===== src/rtl/decode_pkg.sv =====
// decode_pkg: shared decode definitions for decode_stage.
//   - RV32 major opcode constants
//   - ctrl_t: 15-bit control bundle, MSB->LSB
//     reg_write, imm_src[2:0], alu_src, mem_write, result_src[2:0],
//     branch_op[1:0], alu_op[1:0], width_op, pc_base_src
//   - field-value constants and CTRL_NOP (all zero)
package decode_pkg;

  localparam int CTRL_W = 15;

  localparam logic [6:0] OP_R      = 7'b0110011;
  localparam logic [6:0] OP_I_ALU  = 7'b0010011;
  localparam logic [6:0] OP_LOAD   = 7'b0000011;
  localparam logic [6:0] OP_STORE  = 7'b0100011;
  localparam logic [6:0] OP_BRANCH = 7'b1100011;
  localparam logic [6:0] OP_JAL    = 7'b1101111;
  localparam logic [6:0] OP_JALR   = 7'b1100111;
  localparam logic [6:0] OP_LUI    = 7'b0110111;
  localparam logic [6:0] OP_AUIPC  = 7'b0010111;
  localparam logic [6:0] OP_FENCE  = 7'b0001111;
  localparam logic [6:0] OP_SYSTEM = 7'b1110011;

  typedef struct packed {
    logic       reg_write;
    logic [2:0] imm_src;
    logic       alu_src;
    logic       mem_write;
    logic [2:0] result_src;
    logic [1:0] branch_op;
    logic [1:0] alu_op;
    logic       width_op;
    logic       pc_base_src;
  } ctrl_t;

  // immediate extension format
  localparam logic [2:0] EXT_I = 3'd0;
  localparam logic [2:0] EXT_S = 3'd1;
  localparam logic [2:0] EXT_B = 3'd2;
  localparam logic [2:0] EXT_J = 3'd3;
  localparam logic [2:0] EXT_U = 3'd4;

  // writeback source
  localparam logic [2:0] RES_ALU   = 3'd0;
  localparam logic [2:0] RES_MEM   = 3'd1;
  localparam logic [2:0] RES_PC4   = 3'd2;
  localparam logic [2:0] RES_IMM   = 3'd3;
  localparam logic [2:0] RES_PCIMM = 3'd4;

  // control-flow kind
  localparam logic [1:0] BR_NONE = 2'd0;
  localparam logic [1:0] BR_COND = 2'd1;
  localparam logic [1:0] BR_JAL  = 2'd2;
  localparam logic [1:0] BR_JALR = 2'd3;

  // ALU operation class (funct3/funct7 resolved in EX)
  localparam logic [1:0] ALU_ADD   = 2'd0;
  localparam logic [1:0] ALU_SUB   = 2'd1;
  localparam logic [1:0] ALU_RTYPE = 2'd2;
  localparam logic [1:0] ALU_ITYPE = 2'd3;

  // memory access width: fixed word or taken from funct3
  localparam logic WID_NONE = 1'b0;
  localparam logic WID_F3   = 1'b1;

  // jump target base
  localparam logic PCB_PC  = 1'b0;
  localparam logic PCB_RS1 = 1'b1;

  localparam ctrl_t CTRL_NOP = '0;

endpackage


===== src/rtl/ctrl_decode_lane.sv =====
// ctrl_decode_lane: combinational single-lane decoder.
//   instr_i   [31:0]  raw instruction
//   ctrl_o    ctrl_t  control bundle (CTRL_NOP when illegal)
//   illegal_o         unknown opcode, low bits != 2'b11, or FENCE when unsupported
module ctrl_decode_lane
  import decode_pkg::*;
#(
  parameter int SUPPORT_FENCE = 1
) (
  input  logic [31:0] instr_i,
  output ctrl_t       ctrl_o,
  output logic        illegal_o
);

  // only the major opcode steers the bundle; the rest is decoded in EX
  logic unused_hi;
  assign unused_hi = ^instr_i[31:7];

  always_comb begin
    ctrl_o    = CTRL_NOP;
    illegal_o = 1'b0;
    // every legal opcode below has [1:0]=2'b11, so compressed encodings
    // fall through to default
    case (instr_i[6:0])
      OP_R: begin
        ctrl_o.reg_write = 1'b1;
        ctrl_o.alu_op    = ALU_RTYPE;
      end
      OP_I_ALU: begin
        ctrl_o.reg_write = 1'b1;
        ctrl_o.imm_src   = EXT_I;
        ctrl_o.alu_src   = 1'b1;
        ctrl_o.alu_op    = ALU_ITYPE;
      end
      OP_LOAD: begin
        ctrl_o.reg_write  = 1'b1;
        ctrl_o.imm_src    = EXT_I;
        ctrl_o.alu_src    = 1'b1;
        ctrl_o.result_src = RES_MEM;
        ctrl_o.width_op   = WID_F3;
      end
      OP_STORE: begin
        ctrl_o.imm_src   = EXT_S;
        ctrl_o.alu_src   = 1'b1;
        ctrl_o.mem_write = 1'b1;
        ctrl_o.width_op  = WID_F3;
      end
      OP_BRANCH: begin
        ctrl_o.imm_src   = EXT_B;
        ctrl_o.branch_op = BR_COND;
        ctrl_o.alu_op    = ALU_SUB;
      end
      OP_JAL: begin
        ctrl_o.reg_write  = 1'b1;
        ctrl_o.imm_src    = EXT_J;
        ctrl_o.result_src = RES_PC4;
        ctrl_o.branch_op  = BR_JAL;
      end
      OP_JALR: begin
        ctrl_o.reg_write   = 1'b1;
        ctrl_o.imm_src     = EXT_I;
        ctrl_o.alu_src     = 1'b1;
        ctrl_o.result_src  = RES_PC4;
        ctrl_o.branch_op   = BR_JALR;
        ctrl_o.pc_base_src = PCB_RS1;
      end
      OP_LUI: begin
        ctrl_o.reg_write  = 1'b1;
        ctrl_o.imm_src    = EXT_U;
        ctrl_o.result_src = RES_IMM;
      end
      OP_AUIPC: begin
        ctrl_o.reg_write  = 1'b1;
        ctrl_o.imm_src    = EXT_U;
        ctrl_o.result_src = RES_PCIMM;
      end
      OP_FENCE: illegal_o = (SUPPORT_FENCE == 0);
      default:  illegal_o = 1'b1;
    endcase
  end

endmodule


===== src/rtl/decode_stage.sv =====
// decode_stage: registered LANES-wide decode with a 2-entry skid buffer.
//   clk_i, reset_n_i (async, active low), flush_i
//   in_valid_i / in_ready_o / instr_i[32*LANES]     upstream handshake
//   dec_valid_o / dec_ready_i / ctrl_o[15*LANES],   downstream handshake
//   illegal_o[LANES]
//   illegal_cnt_o[CNT_W]  saturating count of illegal lanes drained
// in_ready_o comes only from skid occupancy, so there is no combinational
// path from dec_ready_i back to upstream.
module decode_stage
  import decode_pkg::*;
#(
  parameter int LANES         = 1,
  parameter int SUPPORT_FENCE = 1,
  parameter int CNT_W         = 8
) (
  input  logic                      clk_i,
  input  logic                      reset_n_i,
  input  logic                      flush_i,
  input  logic                      in_valid_i,
  output logic                      in_ready_o,
  input  logic [32*LANES-1:0]       instr_i,
  output logic                      dec_valid_o,
  input  logic                      dec_ready_i,
  output logic [CTRL_W*LANES-1:0]   ctrl_o,
  output logic [LANES-1:0]          illegal_o,
  output logic [CNT_W-1:0]          illegal_cnt_o
);

  localparam logic [CNT_W-1:0] CNT_MAX = '1;

  ctrl_t [LANES-1:0] dec_ctrl;
  logic  [LANES-1:0] dec_ill;

  for (genvar g = 0; g < LANES; g++) begin : g_lane
    ctrl_decode_lane #(.SUPPORT_FENCE(SUPPORT_FENCE)) u_lane (
      .instr_i   (instr_i[32*g +: 32]),
      .ctrl_o    (dec_ctrl[g]),
      .illegal_o (dec_ill[g])
    );
  end

  logic              main_valid_q, skid_valid_q;
  ctrl_t [LANES-1:0] main_ctrl_q,  skid_ctrl_q;
  logic  [LANES-1:0] main_ill_q,   skid_ill_q;
  logic  [CNT_W-1:0] cnt_q;

  logic accept, drain;
  assign in_ready_o = !skid_valid_q;
  assign accept     = in_valid_i && in_ready_o;
  assign drain      = main_valid_q && dec_ready_i;

  always_ff @(posedge clk_i or negedge reset_n_i) begin
    if (!reset_n_i) begin
      main_valid_q <= 1'b0;
      main_ctrl_q  <= '0;
      main_ill_q   <= '0;
      skid_valid_q <= 1'b0;
      skid_ctrl_q  <= '0;
      skid_ill_q   <= '0;
    end else if (flush_i) begin
      // flush beats any same-cycle accept
      main_valid_q <= 1'b0;
      main_ctrl_q  <= '0;
      main_ill_q   <= '0;
      skid_valid_q <= 1'b0;
      skid_ctrl_q  <= '0;
      skid_ill_q   <= '0;
    end else if (drain) begin
      if (skid_valid_q) begin
        // skid full means in_ready_o=0, so no accept competes here
        main_ctrl_q  <= skid_ctrl_q;
        main_ill_q   <= skid_ill_q;
        skid_valid_q <= 1'b0;
        skid_ctrl_q  <= '0;
        skid_ill_q   <= '0;
      end else if (accept) begin
        main_ctrl_q <= dec_ctrl;
        main_ill_q  <= dec_ill;
      end else begin
        main_valid_q <= 1'b0;
        main_ctrl_q  <= '0;
        main_ill_q   <= '0;
      end
    end else if (accept) begin
      if (!main_valid_q) begin
        main_valid_q <= 1'b1;
        main_ctrl_q  <= dec_ctrl;
        main_ill_q   <= dec_ill;
      end else begin
        skid_valid_q <= 1'b1;
        skid_ctrl_q  <= dec_ctrl;
        skid_ill_q   <= dec_ill;
      end
    end
  end

  // popcount of illegal lanes in the group being delivered (LANES <= 4)
  logic [2:0]       pop;
  logic [CNT_W+2:0] cnt_sum;
  always_comb begin
    pop = '0;
    for (int i = 0; i < LANES; i++) pop = pop + 3'(main_ill_q[i]);
    cnt_sum = {3'b000, cnt_q} + {{CNT_W{1'b0}}, pop};
  end

  // counts drains even in a flush cycle; flush never clears it
  always_ff @(posedge clk_i or negedge reset_n_i) begin
    if (!reset_n_i)
      cnt_q <= '0;
    else if (drain)
      cnt_q <= (cnt_sum > {3'b000, CNT_MAX}) ? CNT_MAX : cnt_sum[CNT_W-1:0];
  end

  assign dec_valid_o   = main_valid_q;
  assign ctrl_o        = main_ctrl_q;
  assign illegal_o     = main_ill_q;
  assign illegal_cnt_o = cnt_q;

endmodule


===== config.mk =====
export PLATFORM = sky130hd
export DESIGN_NAME = decode_stage
export DESIGN_NICKNAME = d
export VERILOG_FILES = /design/src/rtl/decode_pkg.sv /design/src/rtl/ctrl_decode_lane.sv /design/src/rtl/decode_stage.sv
export SDC_FILE = /design/constraint.sdc
export NUM_CORES = 1
export LEC_CHECK = 0
export CAP_MARGIN = 20
export CORE_MARGIN = 5
export CORE_UTILIZATION = 47
export CTS_CLUSTER_DIAMETER = 200
export DETAILED_ROUTE_END_ITERATION = 16
export PLACE_DENSITY = 0.8
export SETUP_SLACK_MARGIN = 0.5
export SLEW_MARGIN = 30
export SYNTH_ARGS = -nofsm -noshare
export SYNTH_HDL_FRONTEND = slang
export SYNTH_SLANG_ARGS = --single-unit

===== constraint.sdc =====
create_clock -name clk_i -period 1.73 [get_ports clk_i]
set_clock_uncertainty 0.05 [all_clocks]
set_input_delay 0.346 -clock clk_i [delete_from_list [all_inputs] [get_ports clk_i]]
set_output_delay 0.346 -clock clk_i [all_outputs]
set_load 0.005 [all_outputs]

* Word level (Yosys, flattened, before mapping)
Cells that the tools add are included.
** Word-level totals
- Memory bits (read-only) :: 0
- Bits of input ports :: 37
- Bits in latches :: 0
- Memory bits (writable) :: 0
- Output and inout bits :: 26
- Word-level logic and storage cells :: 96
- Bits in registers :: 42
- Memories kept :: 0
** Cells by class
- Add/sub/neg operators :: 1
- $mul :: 0
- Multiplexer cells :: 42
- Divide/modulo/power cells :: 0
- Reduce and logical (&&, ||, !) cells :: 15
- Bitwise gates (word level) :: 0
- Eq/ne operators :: 14
- $lt $le $gt $ge :: 1
- Shifts and indexed selects :: 0
** Operators with widths (number)
- 2-to-1 mux 15 bit :: 11
- 2-to-1 mux 1 bit :: 26
- one-hot mux 3 bit (4 select lines) :: 2
- equality test 7 x 6 -> 1 bit, second input constant :: 3
- equality test 7 bit, second input constant :: 3
- equality test 7 x 5 -> 1 bit, second input constant :: 2
- one-hot mux 2 bit (3 select lines) :: 2
- OR reduction 10 bit :: 1
- adder 8 x 1 -> 9 bit :: 1
- greater-than comparator 9 x 8 -> 1 bit, second input constant :: 1
- inequality test 3 bit, second input constant :: 3
- 2-to-1 mux 8 bit :: 1
- equality test 7 x 2 -> 1 bit, second input constant :: 1
- equality test 7 x 4 -> 1 bit, second input constant :: 1
- OR reduction 7 bit :: 1
- AND reduction 3 bit :: 2
- nonzero test 3 bit :: 2
- OR reduction 2 bit :: 3
- AND reduction 2 bit :: 2
- OR reduction 4 bit :: 1
- inequality test 3 x 2 -> 1 bit, second input constant :: 1
- logical AND 1 bit :: 2
- zero test 1 bit :: 1

* Longest topological paths before layout
- Depth in word-level cells :: 7
- Depth in mapped cells :: 7
- Depth with buffers taken out :: 4

* Modules after synthesis
From an unflattened synthesis, not the netlist that was laid out.
** Second synthesis, totals
- Cells, all modules :: 209
- Area total of the unflattened synthesis :: 2133.3 um2
** By module, submodules not included
- decode_stage :: times used 1, seq. area each 1051.0 um2, area an instance 1826.8 um2, cells each 162
- ctrl_decode_lane :: times used 1, seq. area each 0.0 um2, area an instance 306.5 um2, cells each 47

* Worst setup path before layout
OpenSTA, ideal clock, no wires.
- Kind :: reg2reg
- From :: register main_valid_q, in the netlist dec_valid_o
- To :: register cnt_q[7], in the netlist illegal_cnt_o[7]
- Buffers on the path :: 3
- Stages on the path, launching flop included :: 8
- Required time :: 1.555 ns
- Arrival time :: 1.422 ns
- Slack :: 0.133 ns
- Clock period less this slack :: 1.597 ns
- Setup time :: 0.125 ns
- Path through :: dfrtp_1 -> buf_6 -> and2_4 -> buf_6 -> and3_4 -> buf_6 -> nand2b_1 -> mux2_4
** Between the ends
- Word-level cells in the longest chain between the ends :: 1
** RTL lines
- start, declared :: line decode_stage.sv:42 : logic main_valid_q, skid_valid_q;
- start signal, assigned :: line decode_stage.sv:54 : main_valid_q <= 1'b0;
- start signal, assigned :: line decode_stage.sv:62 : main_valid_q <= 1'b0;
- start signal, assigned :: line decode_stage.sv:80 : main_valid_q <= 1'b0;
- logical AND 1 bit :: line decode_stage.sv:50 : assign drain = main_valid_q && dec_ready_i;
- end signal, assigned :: line decode_stage.sv:111 : cnt_q <= (cnt_sum > {3'b000, CNT_MAX}) ? CNT_MAX : cnt_sum[CNT_W-1:0];
- end, declared :: line decode_stage.sv:45 : logic [CNT_W-1:0] cnt_q;
Every way passes these cells.
A chain may end at the register's enable or synchronous reset.

* Final worst setup path
- From :: register skid_valid_q
- To :: register skid_ctrl_q[2] (netlist name)
** Between the ends
- Word-level cells in the longest chain between the ends :: 4
- Elaborated cells between the ends (all ways) :: 5
- Classes of those cells :: eq/ne: 1; reduce/logical: 4
** RTL lines
- start, declared :: line decode_stage.sv:42
- start signal, assigned :: line decode_stage.sv:57 : skid_valid_q <= 1'b0;
- start signal, assigned :: line decode_stage.sv:65 : skid_valid_q <= 1'b0;
- start signal, assigned :: line decode_stage.sv:73 : skid_valid_q <= 1'b0;
- zero test 1 bit :: line decode_stage.sv:48 : assign in_ready_o = !skid_valid_q;
- logical AND 1 bit :: line decode_stage.sv:49 : assign accept = in_valid_i && in_ready_o;
- nonzero test 3 bit (no line)
- AND reduction 3 bit (no line) *
- end signal, assigned :: line decode_stage.sv:91 : skid_ctrl_q <= dec_ctrl;
- end, declared :: line decode_stage.sv:43 : ctrl_t [LANES-1:0] main_ctrl_q, skid_ctrl_q;
Mark *: on every way between the ends. The rest lies on a longest branch, timed or not.

==> flow_summary_export.csv <==
group,metric,value,unit
yosys,yosysMostFrequentCell,"dfrtp_1",
place,gp_congestion,0.9458,
timing,fmaxAchievable,605.3,MHz
route,drt_pass1_iterations,6,
yosys,syn_area_per_cell,10.62,um2
final_layout,area_delta_synth_final,59.76,%
floorplanning,dieHeight,78.39,um
yosys,synth_area,2198,um2
critical_path,cp_cell_sequence,"buf_6, or3b_4, o21ai_4, a21oi_4, mux2_4",
floorplanning,initial_core_util,49.47,%
grt,grt_pass1_vias,2253,
critical_path,setup.worst_path.class,"flop to flop",
timing,relSlewSlack,70.01,%
place,dpl.cell_count,317,
clock_tree,clock_path_buffers,2,
route,wl_per_cell,20.38,um
timing,period_needed,1652,ps
place,pre_cts_slack,-394.6,ps
timing,hold_violations,0,
place,dpl_cell_area,2861,um2
route,drt-initial-drc-count,166,
yosys,synthTopCellsByArea,"dfrtp_1 (48%), a22o_1 (4.4%), o2bb2ai_1 (3.6%)",
grt,track_usage,24.49,%
hold_path,holdPathEnd,"skid_ctrl_q[5]",
hold_path,min_from,"skid_ctrl_q[5]",
run,maxCapViolations,0,
yosys,seq_area_frac_synth,47.81,%
timing,rsz0062_at_grt,"true",
final_layout,layoutNonFillerInstCount,365,
timing,finalSetupViolCount,0,
critical_path,critical-path-top-delay-family,"flip-flops",
timing,finalCritPeriodShare,95.50,%
yosys,syn_inst,207,
place,io_buffers,37,
route,ant_nets,0,
critical_path,r2r_slack,80,ps
yosys,synth_top_area_cell,"dfrtp_1",
yosys,ys_types,56,
critical_path,slowest_stage,"dfrtp_2",
critical_path,critPathMaxStageDelay,430,ps
final_layout,postLayoutCellArea,3512,um2
final_layout,n_antenna_cell,0,
yosys,synth-seq-cells,42,
floorplanning,boundaryPins,63,
yosys,synth_async_sr_flop_share,100.0,%
final_layout,fillers,286,
timing,slew_violations,0,
route,vias,2179,
timing,tightest_slew,449.8,ps
grt,grt_pass1_wl,11650,um
clock_tree,clock-root-buffer,"clkbuf_8",
power,ir_worst_vdd,492.7,uV
hold_path,min-delay-path-class,"flop to flop",
critical_path,reg2reg_depth,5,
clock_tree,htreeDepth,2,
yosys,synth_nets,246,
critical_path,r2r_start,"skid_valid_q",
clock_tree,cts_tree,"built",
power,power_density,694.6,nW/um2
grt,grt-ovfl-total,0,
route,drt-total-wl,7438,um
final_layout,multi_input_area,1350,um2
critical_path,worstPathRequired,1870,ps
yosys,yosys.area.top_type_share,47.81,%
critical_path,crit_buf_inv,1,
clock_tree,path_clk_slew,90,ps
final_layout,drive_gt1_share,56.87,%
final_layout,seqCellArea,1056,um2
final_layout,fin_nets,351,
hold_path,min_path_cells,1,
power,leakagePower,0.001652,uW
floorplanning,core_area,4444,um2
critical_path,crit_fanout,5,
clock_tree,numCtsBuffers,5,
route,drc,0,
critical_path,critPathLaunchType,"flop",
grt,grt_max_degree,26,
grt,antenna_found_initial,0,
yosys,synthTopCellsByCount,"dfrtp_1 (42), nand2_1 (14), a22o_1 (11), o21ai_0 (11)",
critical_path,arrival,1790,ps
outcome,status,"finished, final reports clean",
yosys,synth_edf_count,0,
yosys,ys.flop_type,"dfrtp_1",
timing,worst_slack,77.94,ps
clock_tree,clkLatencyLatePin,300,ps
floorplanning,rows,24,
critical_path,r2r_end,"skid_ctrl_q[2]",
route,vias_per_cell,5.970,
floorplanning,dieArea,6145,um2
yosys,yosysWarnings,0,
clock_tree,clkSinkCount,42,
critical_path,end_kind,"flop",
place,dp.final_hpwl,3947,um
floorplanning,die_w,78.39,um
cell type report:
type	instances	area share, %
Timing Repair Buffer	113	25.83
Sequential cell	42	30.07
Clock buffer	5	1.959
Multi-Input combinational cell	145	38.44
Tap cell	52	1.853
Clock inverter	3	1.247
Inverter	5	0.6056
how the worst max path moves through the flow:
stage	to	startpoint	cells after the start
final	skid_ctrl_q[2]	skid_valid_q	5
after global routing	ctrl_o[2]	dec_valid_o	6
after CTS	skid_ctrl_q[2]	skid_valid_q	5
after detailed placement	skid_ctrl_q[2]	dec_ready_i	5
after global placement	skid_ctrl_q[2]	dec_ready_i	5
after floorplan	illegal_cnt_o[7]	dec_valid_o	7
routing by layer:
layer	vias to the layer above	wire length, um	track usage, %
met5	-	0	0
met4	0	276	12.06
li1	989	-	-
met2	89	3785	41.78
met3	21	358	5.263
met1	1080	3018	29.36
kinds of logic (layout without fill, tap and decap cells):
family,after synthesis,count (layout),share of synthesized area (%)
compound gates,71,72,24.30
xor+xnor,5,5,1.992
fa+ha+maj,2,2,1.138
buf+inv,21,126,5.464
flops,42,42,47.81
mux,3,3,1.650
simple gates,63,63,17.64
through the flow:
stage                     power, uW  setup TNS (ps)  hold slack (ps)  util [%]
final                          2439               0            449.9     79.03
after global routing           2549               0            465.9     79.03
after CTS                      2367               0            446.1     74.66
after detailed placement       1504          -10790            255.5     64.39
after global placement         1487           -9615            251.9     64.39
after floorplan                1276               0           0.4089         -
power by group:
group	internal (uW)	switching [uW]
logic	286	308
clock network	433	358
registers	1030	30.0
total	1740	696
placed cells by master (no fill, tap or decap), types with 7 or more instances in the layout:
| cell type | count |
|---|---|
| buf_4 | 62 |
| dfrtp_1 | 38 |
| buf_2 | 21 |
| buf_6 | 12 |
| a22o_1 | 11 |
| nand2_1 | 10 |
| o2bb2ai_2 | 8 |
| nor2_1 | 7 |
| o21ai_2 | 7 |
| dlygate4sd2_1 | 7 |
worst reg2reg max path: stages (launching register included):
cell,delay (ps)
dfrtp_2,430
buf_6,130
or3b_4,390
o21ai_4,100
a21oi_4,120
mux2_4,320
sequential cells by signal (all words and copies together), names as in the netlist:
register,count
ctrl_o,15
dec_valid_o,1
illegal_cnt_o,8
illegal_o,1
skid_ctrl_q,15
skid_ill_q,1
skid_valid_q,1
what timing repair did:
item / in CTS / in global routing
pin swaps: 19 / 11
hold buffers: 1 / 0
endpoints found under the hold margin: 17 / 0
setup buffers: 29 / 9
endpoints found under the setup margin: 67 / 67
gates cloned: 1 / 0
gates resized for setup: 153 / 33
(Power assumes the default switching activity.)
